[src/rtl/add_arb_pkg.sv]
// Shared types, widths and the round-robin pick helper for the shared-adder arbiter.
// Latency: none (package only).
// Backpressure: not applicable.
// Contents: OPW/SUMW widths, op_t/sum_t, rr_pick(req, ptr, n) -> one-hot grant.
package add_arb_pkg;

    localparam int OPW  = 19;
    localparam int SUMW = 20;

    typedef logic [OPW-1:0]  op_t;
    typedef logic [SUMW-1:0] sum_t;

    // First asserted request at or after ptr, searching upward with wrap at n.
    // Fixed 16-bit width covers every legal requester count.
    function automatic logic [15:0] rr_pick(input logic [15:0] req,
                                            input logic [3:0]  ptr,
                                            input int          n);
        logic [15:0] g;
        logic        found;
        int          idx;
        g     = '0;
        found = 1'b0;
        for (int k = 0; k < 16; k++) begin
            idx = (int'(ptr) + k) % n;
            if (k < n && !found && req[idx[3:0]]) begin
                g[idx[3:0]] = 1'b1;
                found       = 1'b1;
            end
        end
        return g;
    endfunction

endpackage

[src/rtl/add_rr_arbiter.sv]
// Round-robin grant logic and rotation pointer for the shared adder (ADD_ARB_PRIO0_EN: requester 0 absolute priority).
// Latency: grant is combinational from i_req; pointer updates on the accepting edge.
// Backpressure: pointer only advances when i_load is high and a grant exists.
// Ports: i_clk, i_rst (sync, active-high), i_req, i_load -> o_grant (one-hot), o_gid, o_gvld.
module add_rr_arbiter
    import add_arb_pkg::*;
#(
    parameter int N_REQ = 4,
    parameter int ID_W  = 2
) (
    input  logic             i_clk,
    input  logic             i_rst,
    input  logic [N_REQ-1:0] i_req,
    input  logic             i_load,
    output logic [N_REQ-1:0] o_grant,
    output logic [ID_W-1:0]  o_gid,
    output logic             o_gvld
);

    logic [ID_W-1:0] r_ptr;
    logic [ID_W-1:0] w_ptr_nxt;
    logic [15:0]     w_pick;
    logic [15:0]     w_req16;

    assign w_req16 = 16'(i_req);

`ifdef ADD_ARB_PRIO0_EN
    // Requester 0 wins outright; the others share a rotation that never visits 0.
    always_comb begin
        w_pick = '0;
        if (i_req[0]) begin
            w_pick = 16'd1;
        end else begin
            w_pick = rr_pick(w_req16 & ~16'd1, 4'(r_ptr), N_REQ);
        end
    end

    always_comb begin
        w_ptr_nxt = r_ptr;
        if (o_gid == '0) begin
            w_ptr_nxt = r_ptr;
        end else if (o_gid == ID_W'(N_REQ - 1)) begin
            w_ptr_nxt = ID_W'(1);
        end else begin
            w_ptr_nxt = o_gid + ID_W'(1);
        end
    end
`else
    always_comb begin
        w_pick = rr_pick(w_req16, 4'(r_ptr), N_REQ);
    end

    always_comb begin
        w_ptr_nxt = (o_gid == ID_W'(N_REQ - 1)) ? '0 : o_gid + ID_W'(1);
    end
`endif

    assign o_grant = w_pick[N_REQ-1:0];
    assign o_gvld  = |o_grant;

    always_comb begin
        o_gid = '0;
        for (int i = 0; i < N_REQ; i++) begin
            if (o_grant[i]) begin
                o_gid = ID_W'(i);
            end
        end
    end

    always_ff @(posedge i_clk) begin
        if (i_rst) begin
            r_ptr <= '0;
        end else if (i_load && o_gvld) begin
            r_ptr <= w_ptr_nxt;
        end
    end

endmodule

[src/rtl/ubbcl_18_0_18_0.sv]
// 19-bit unsigned carry look-ahead adder, 20-bit sum, no carry-in.
// Latency: purely combinational.
// Backpressure: none.
// Ports: i_x, i_y operands; o_sum = i_x + i_y with bit 19 as carry out.
module UBBCL_18_0_18_0 (
    input  logic [18:0] i_x,
    input  logic [18:0] i_y,
    output logic [19:0] o_sum
);

    logic [18:0] w_g;
    logic [18:0] w_p;
    logic [19:0] w_c;

    assign w_g = i_x & i_y;
    assign w_p = i_x ^ i_y;

    // Generate/propagate carry recurrence; synthesis flattens it into look-ahead logic.
    always_comb begin
        w_c    = '0;
        w_c[0] = 1'b0;
        for (int i = 0; i < 19; i++) begin
            w_c[i+1] = w_g[i] | (w_p[i] & w_c[i]);
        end
    end

    assign o_sum = {w_c[19], w_p ^ w_c[18:0]};

endmodule

[src/rtl/ubbcl_add_arbiter.sv]
// Shares one UBBCL_18_0_18_0 adder between N_REQ valid/ready requesters; results tagged with requester id.
// Latency: accept at edge k -> o_res_valid after edge k+1; one op per cycle sustained.
// Backpressure: o_res_ready low holds stage B; stage A then fills and all o_req_ready drop.
// Optional feature macro: ADD_ARB_PRIO0_EN (requester 0 absolute priority).
// Ports: i_clk, i_rst (sync, active-high); i_req_valid/o_req_ready/i_req_x/i_req_y (19 bits per
// requester, packed); o_res_valid/i_res_ready/o_res_sum/o_res_id; o_busy; o_op_count (wraps).
module ubbcl_add_arbiter
    import add_arb_pkg::*;
#(
    parameter int  N_REQ = 4,
    localparam int ID_W  = $clog2(N_REQ)
) (
    input  logic                 i_clk,
    input  logic                 i_rst,
    input  logic [N_REQ-1:0]     i_req_valid,
    output logic [N_REQ-1:0]     o_req_ready,
    input  logic [N_REQ*OPW-1:0] i_req_x,
    input  logic [N_REQ*OPW-1:0] i_req_y,
    output logic                 o_res_valid,
    input  logic                 i_res_ready,
    output logic [SUMW-1:0]      o_res_sum,
    output logic [ID_W-1:0]      o_res_id,
    output logic                 o_busy,
    output logic [15:0]          o_op_count
);

    logic             w_load_a;
    logic             w_load_b;
    logic             w_acc;
    logic [N_REQ-1:0] w_grant;
    logic [ID_W-1:0]  w_gid;
    logic             w_gvld;
    op_t              w_x;
    op_t              w_y;
    sum_t             w_sum;

    logic             r_vld_a;
    op_t              r_x_a;
    op_t              r_y_a;
    logic [ID_W-1:0]  r_id_a;
    logic             r_vld_b;
    sum_t             r_sum_b;
    logic [ID_W-1:0]  r_id_b;
    logic [15:0]      r_op_count;

    // Each stage moves whenever the one downstream makes room, so delivery and refill share an edge.
    assign w_load_b = ~r_vld_b | i_res_ready;
    assign w_load_a = ~r_vld_a | w_load_b;
    assign w_acc    = w_gvld & w_load_a & ~i_rst;

    assign o_req_ready = w_grant & {N_REQ{w_load_a & ~i_rst}};

    add_rr_arbiter #(
        .N_REQ (N_REQ),
        .ID_W  (ID_W)
    ) u_arb (
        .i_clk   (i_clk),
        .i_rst   (i_rst),
        .i_req   (i_req_valid),
        .i_load  (w_load_a),
        .o_grant (w_grant),
        .o_gid   (w_gid),
        .o_gvld  (w_gvld)
    );

    assign w_x = i_req_x[w_gid*OPW +: OPW];
    assign w_y = i_req_y[w_gid*OPW +: OPW];

    UBBCL_18_0_18_0 u_add (
        .i_x   (r_x_a),
        .i_y   (r_y_a),
        .o_sum (w_sum)
    );

    always_ff @(posedge i_clk) begin
        if (i_rst) begin
            r_vld_a <= 1'b0;
            r_x_a   <= '0;
            r_y_a   <= '0;
            r_id_a  <= '0;
        end else if (w_load_a) begin
            r_vld_a <= w_acc;
            if (w_acc) begin
                r_x_a  <= w_x;
                r_y_a  <= w_y;
                r_id_a <= w_gid;
            end
        end
    end

    // Sum/id only change when a new result enters, keeping them stable while stalled.
    always_ff @(posedge i_clk) begin
        if (i_rst) begin
            r_vld_b <= 1'b0;
            r_sum_b <= '0;
            r_id_b  <= '0;
        end else if (w_load_b) begin
            r_vld_b <= r_vld_a;
            if (r_vld_a) begin
                r_sum_b <= w_sum;
                r_id_b  <= r_id_a;
            end
        end
    end

    always_ff @(posedge i_clk) begin
        if (i_rst) begin
            r_op_count <= '0;
        end else if (r_vld_b && i_res_ready) begin
            r_op_count <= r_op_count + 16'd1;
        end
    end

    assign o_res_valid = r_vld_b;
    assign o_res_sum   = r_sum_b;
    assign o_res_id    = r_id_b;
    assign o_busy      = r_vld_a | r_vld_b;
    assign o_op_count  = r_op_count;

endmodule

[config.mk]
export PLATFORM = sky130hd
export DESIGN_NAME = ubbcl_add_arbiter
export DESIGN_NICKNAME = d
export VERILOG_FILES = /design/src/rtl/add_arb_pkg.sv /design/src/rtl/add_rr_arbiter.sv /design/src/rtl/ubbcl_18_0_18_0.sv /design/src/rtl/ubbcl_add_arbiter.sv
export SDC_FILE = /design/constraint.sdc
export NUM_CORES = 1
export LEC_CHECK = 0
export ABC_CLOCK_PERIOD_IN_PS = 10760
export CAP_MARGIN = 5
export CORE_MARGIN = 4
export CORE_UTILIZATION = 43
export DETAILED_ROUTE_END_ITERATION = 10
export HOLD_SLACK_MARGIN = 0.1
export PLACE_DENSITY = 0.8
export SETUP_SLACK_MARGIN = 0.2
export SYNTH_ARGS = -nofsm -noshare
export SYNTH_HDL_FRONTEND = slang
export SYNTH_SLANG_ARGS = --single-unit
export TNS_END_PERCENT = 50
[constraint.sdc]
create_clock -name i_clk -period 10.76 [get_ports i_clk]
set_input_delay 3.228 -clock i_clk [delete_from_list [all_inputs] [get_ports i_clk]]
set_output_delay 3.228 -clock i_clk [all_outputs]
set_load 0.02 [all_outputs]
==> flow_metrics.env <==
export IMPL_max_slew_margin_rel=0.162
export IMPL_num_vias=4939
export IMPL_die_y_um=113
export IMPL_netlist_area_um2=4760
export IMPL_drive_above_1_share=0.0472
export IMPL_grt_pass1_wl_um=25900
export IMPL_cp_slowest_cell="clkdlybuf4s50_1"
export IMPL_postCtsSetupRepairBufs=0
export IMPL_dp_cells=887
export IMPL_met3WireLength_um=1040
export IMPL_cts_buffer_depth=2
export IMPL_start_kind="primary input"
export IMPL_numCtsBuffers=9
export IMPL_cts_root_buf="clkbuf_8"
export IMPL_cts_tree="done"
export IMPL_synth_cells=594
export IMPL_path_clk_slew_ns=0.08
export IMPL_antenna_found_initial=1
export IMPL_wl_um=16300
export IMPL_hold_viol=0
export IMPL_rsz0062_at_grt="false"
export IMPL_cp_arrival_ns=6.54
export IMPL_synthTopCellsByCount="nand2_1, dfxtp_1, nor2_1"
export IMPL_synth_enable_flop_cells=0
export IMPL_port_buffers=202
export IMPL_outcome="finished, final reports clean"
export IMPL_post_route_min_period_ns=9.77
export IMPL_crit_top_cell="clkdlybuf4s50_1"
export IMPL_cts_hold_buffers=0
export IMPL_vias_per_cell=5.46
export IMPL_fmax_ghz=0.102
export IMPL_synth_nets=778
export IMPL_yosysMostFrequentCell="nand2_1"
export IMPL_grt_use_total=0.251
export IMPL_areaGrowthSynthToFinish_pct=47.8
export IMPL_worstSetupPathType="primary input to output port"
export IMPL_synthTopCellsByArea="dfxtp_1, nand2_1, fa_1, a311oi_1, a21oi_1"
export IMPL_fillers=927
export IMPL_max_cap_violations=0
export IMPL_wire_per_inst_um=18.0
export IMPL_crit_required_ns=7.53
export IMPL_h_tree_depth=3
export IMPL_num_rows=38
export IMPL_die_x_um=113
export IMPL_power_leakage_nw=2.68
export IMPL_ys_types=40
export IMPL_maxSlewViolCount=0
export IMPL_synth_ff_type="dfxtp_1"
export IMPL_fp_coreArea_um2=10800
export IMPL_synth_warnings=0
export IMPL_power_density_nw_per_um2=286
export IMPL_fin_nets=942
export IMPL_layoutNonFillerInstCount=904
export IMPL_finalCoreUtilization=0.649
export IMPL_grt_pass1_vias=4979
export IMPL_grt_overflow=0
export IMPL_crit_family="simple AND/OR/NAND/NOR gates"
export IMPL_place_gp_congestion=0.939
export IMPL_first_pass_iters=7
export IMPL_wl_met1_um=6890
export IMPL_synth_seq_area_share=0.345
export IMPL_yosys_area_top_type="dfxtp_1"
export IMPL_top_layer_used="met4"
export IMPL_synth_async_reset_ratio=0
export IMPL_dp_final_hpwl_um=11900
export IMPL_fin_worst_skew_ns=0.00982
export IMPL_grt_start_max_net_pins=83
export IMPL_wl_met2_um=7840
export IMPL_path_max_fanout=42
export IMPL_setup_viol=0
export IMPL_fin_crit_sh=0.908
export IMPL_worst_slew_pin_slew_ns=1.25
export IMPL_cts_sinks=82
export IMPL_avgSynthCellArea_um2=8.02
export IMPL_die_area_um2=12800
export IMPL_first_iter_violations=297
export IMPL_ant_nets=0
export IMPL_setup_tns_ns=0
export IMPL_synth_top_cell_area_share=0.345
export IMPL_critPathBufInv=2
export IMPL_start_util=0.439
export IMPL_cts_resized=0
export IMPL_ios=203
export IMPL_ys_seq_elements=82
export IMPL_crit_chain="clkdlybuf4s50_1 -> mux4_2 -> nor4b_4 -> a22oi_1 -> and2_2 -> nor3_1 -> clkdlybuf4s50_1"
export IMPL_peakVddDrop_mv=0.349
export IMPL_worstSetupEndpointType="output port"
export IMPL_route_detailed_drc=0
export IMPL_critPathMaxStageDelay_ns=0.64
export IMPL_insertion_delay_ns=0.35
export IMPL_hold_class="flip-flop to flip-flop"
where the power goes:
group,leakage (nW),internal [mW],switching (mW)
logic,1.88,0.512,0.730
clock network,0.123,0.167,0.112
registers,0.675,0.409,0.0827
path summary, 6_finish.rpt:
kind / from / endpoint / slack [ns] / depth (start not counted)
hold / removal: o_res_sum[4] / o_res_sum[4] / 0.46 / 2
setup reg to reg: r_x_a[0] / o_res_sum[18] / 2.78 / 21
hold reg to reg: o_res_sum[4] / o_res_sum[4] / 0.46 / 2
setup / recovery: i_req_valid[3] / o_req_ready[1] / 0.99 / 7
stage by stage:
stage	instance area [um2]	setup WS (ns)	hold slack (ns)	power, mW
2_1_floorplan	4760	2.21	0.432	1.39
3_3_place_gp	6780	1.17	0.444	1.68
3_5_place_dp	6780	1.04	0.448	1.73
4_1_cts	7040	1.02	0.459	2.01
5_1_grt	7040	0.840	0.473	2.18
6_report	7040	0.992	0.459	2.01
cell families after synthesis:
family,Yosys count,share of synthesized area
compound gates,185,0.260
xor+xnor,14,0.0257
fa+ha+maj,25,0.0941
buf+inv,58,0.0547
flops,82,0.345
mux,5,0.0210
simple gates,225,0.199
worst register-to-register path, delay by kind of cell, from the launching register on:
family,cells,cell delay (ns)
fa+ha+maj,19,7.23
flops,1,0.33
compound gates,1,0.24
buf+inv,1,0.09
placed cells by master (no fill, tap or decap), types with 2 or more instances in the layout:
master / Yosys / layout
a221oi_4: 0 / 2
nand4_1: 2 / 2
o21ai_0: 34 / 34
dfxtp_1: 82 / 82
nor3_1: 4 / 4
and4_1: 3 / 3
a311oi_1: 38 / 38
a21oi_1: 61 / 61
xor2_1: 12 / 12
a211oi_1: 4 / 4
nor2_1: 62 / 62
bufinv_16: 0 / 3
ha_1: 7 / 7
o2bb2ai_1: 7 / 7
mux4_2: 4 / 4
inv_1: 5 / 5
clkdlybuf4s50_1: 0 / 201
clkbuf_8: 0 / 11
fa_1: 18 / 18
buf_4: 1 / 4
and3_1: 3 / 3
or2_2: 2 / 2
and2_1: 3 / 2
a221o_2: 0 / 2
nand2b_1: 2 / 2
nand2_1: 127 / 127
a21o_1: 31 / 31
nand3_1: 12 / 12
xnor2_1: 2 / 2
per-layer routing:
metal | vias to the layer above | track usage
met5 | - | 0
met4 | 0 | 0.102
met3 | 31 | 0.0519
met2 | 170 | 0.411
met1 | 2328 | 0.325
li1 | 2410 | -
final cells by class:
cell class	instances	area [um2]	share of cell area
sequential	82	1640	0.233
timing repair buffer	206	2050	0.291
clock buffer	12	155	0.0220
tap	140	175	0.0249
multi-input combinational	454	2900	0.412
inverter	5	18.8	0.00267
clock inverter	4	97.6	0.0139
antenna	1	2.50	0.000355
sequential cells by signal, summed over array words and instances, names as in the netlist:
| signal | flops |
|---|---|
| o_res_id | 2 |
| r_y_a | 19 |
| r_vld_a | 1 |
| o_res_sum | 20 |
| r_id_a | 2 |
| u_arb.r_ptr | 2 |
| r_x_a | 19 |
| o_res_valid | 1 |
| o_op_count | 16 |
(Power assumes the default switching activity.)
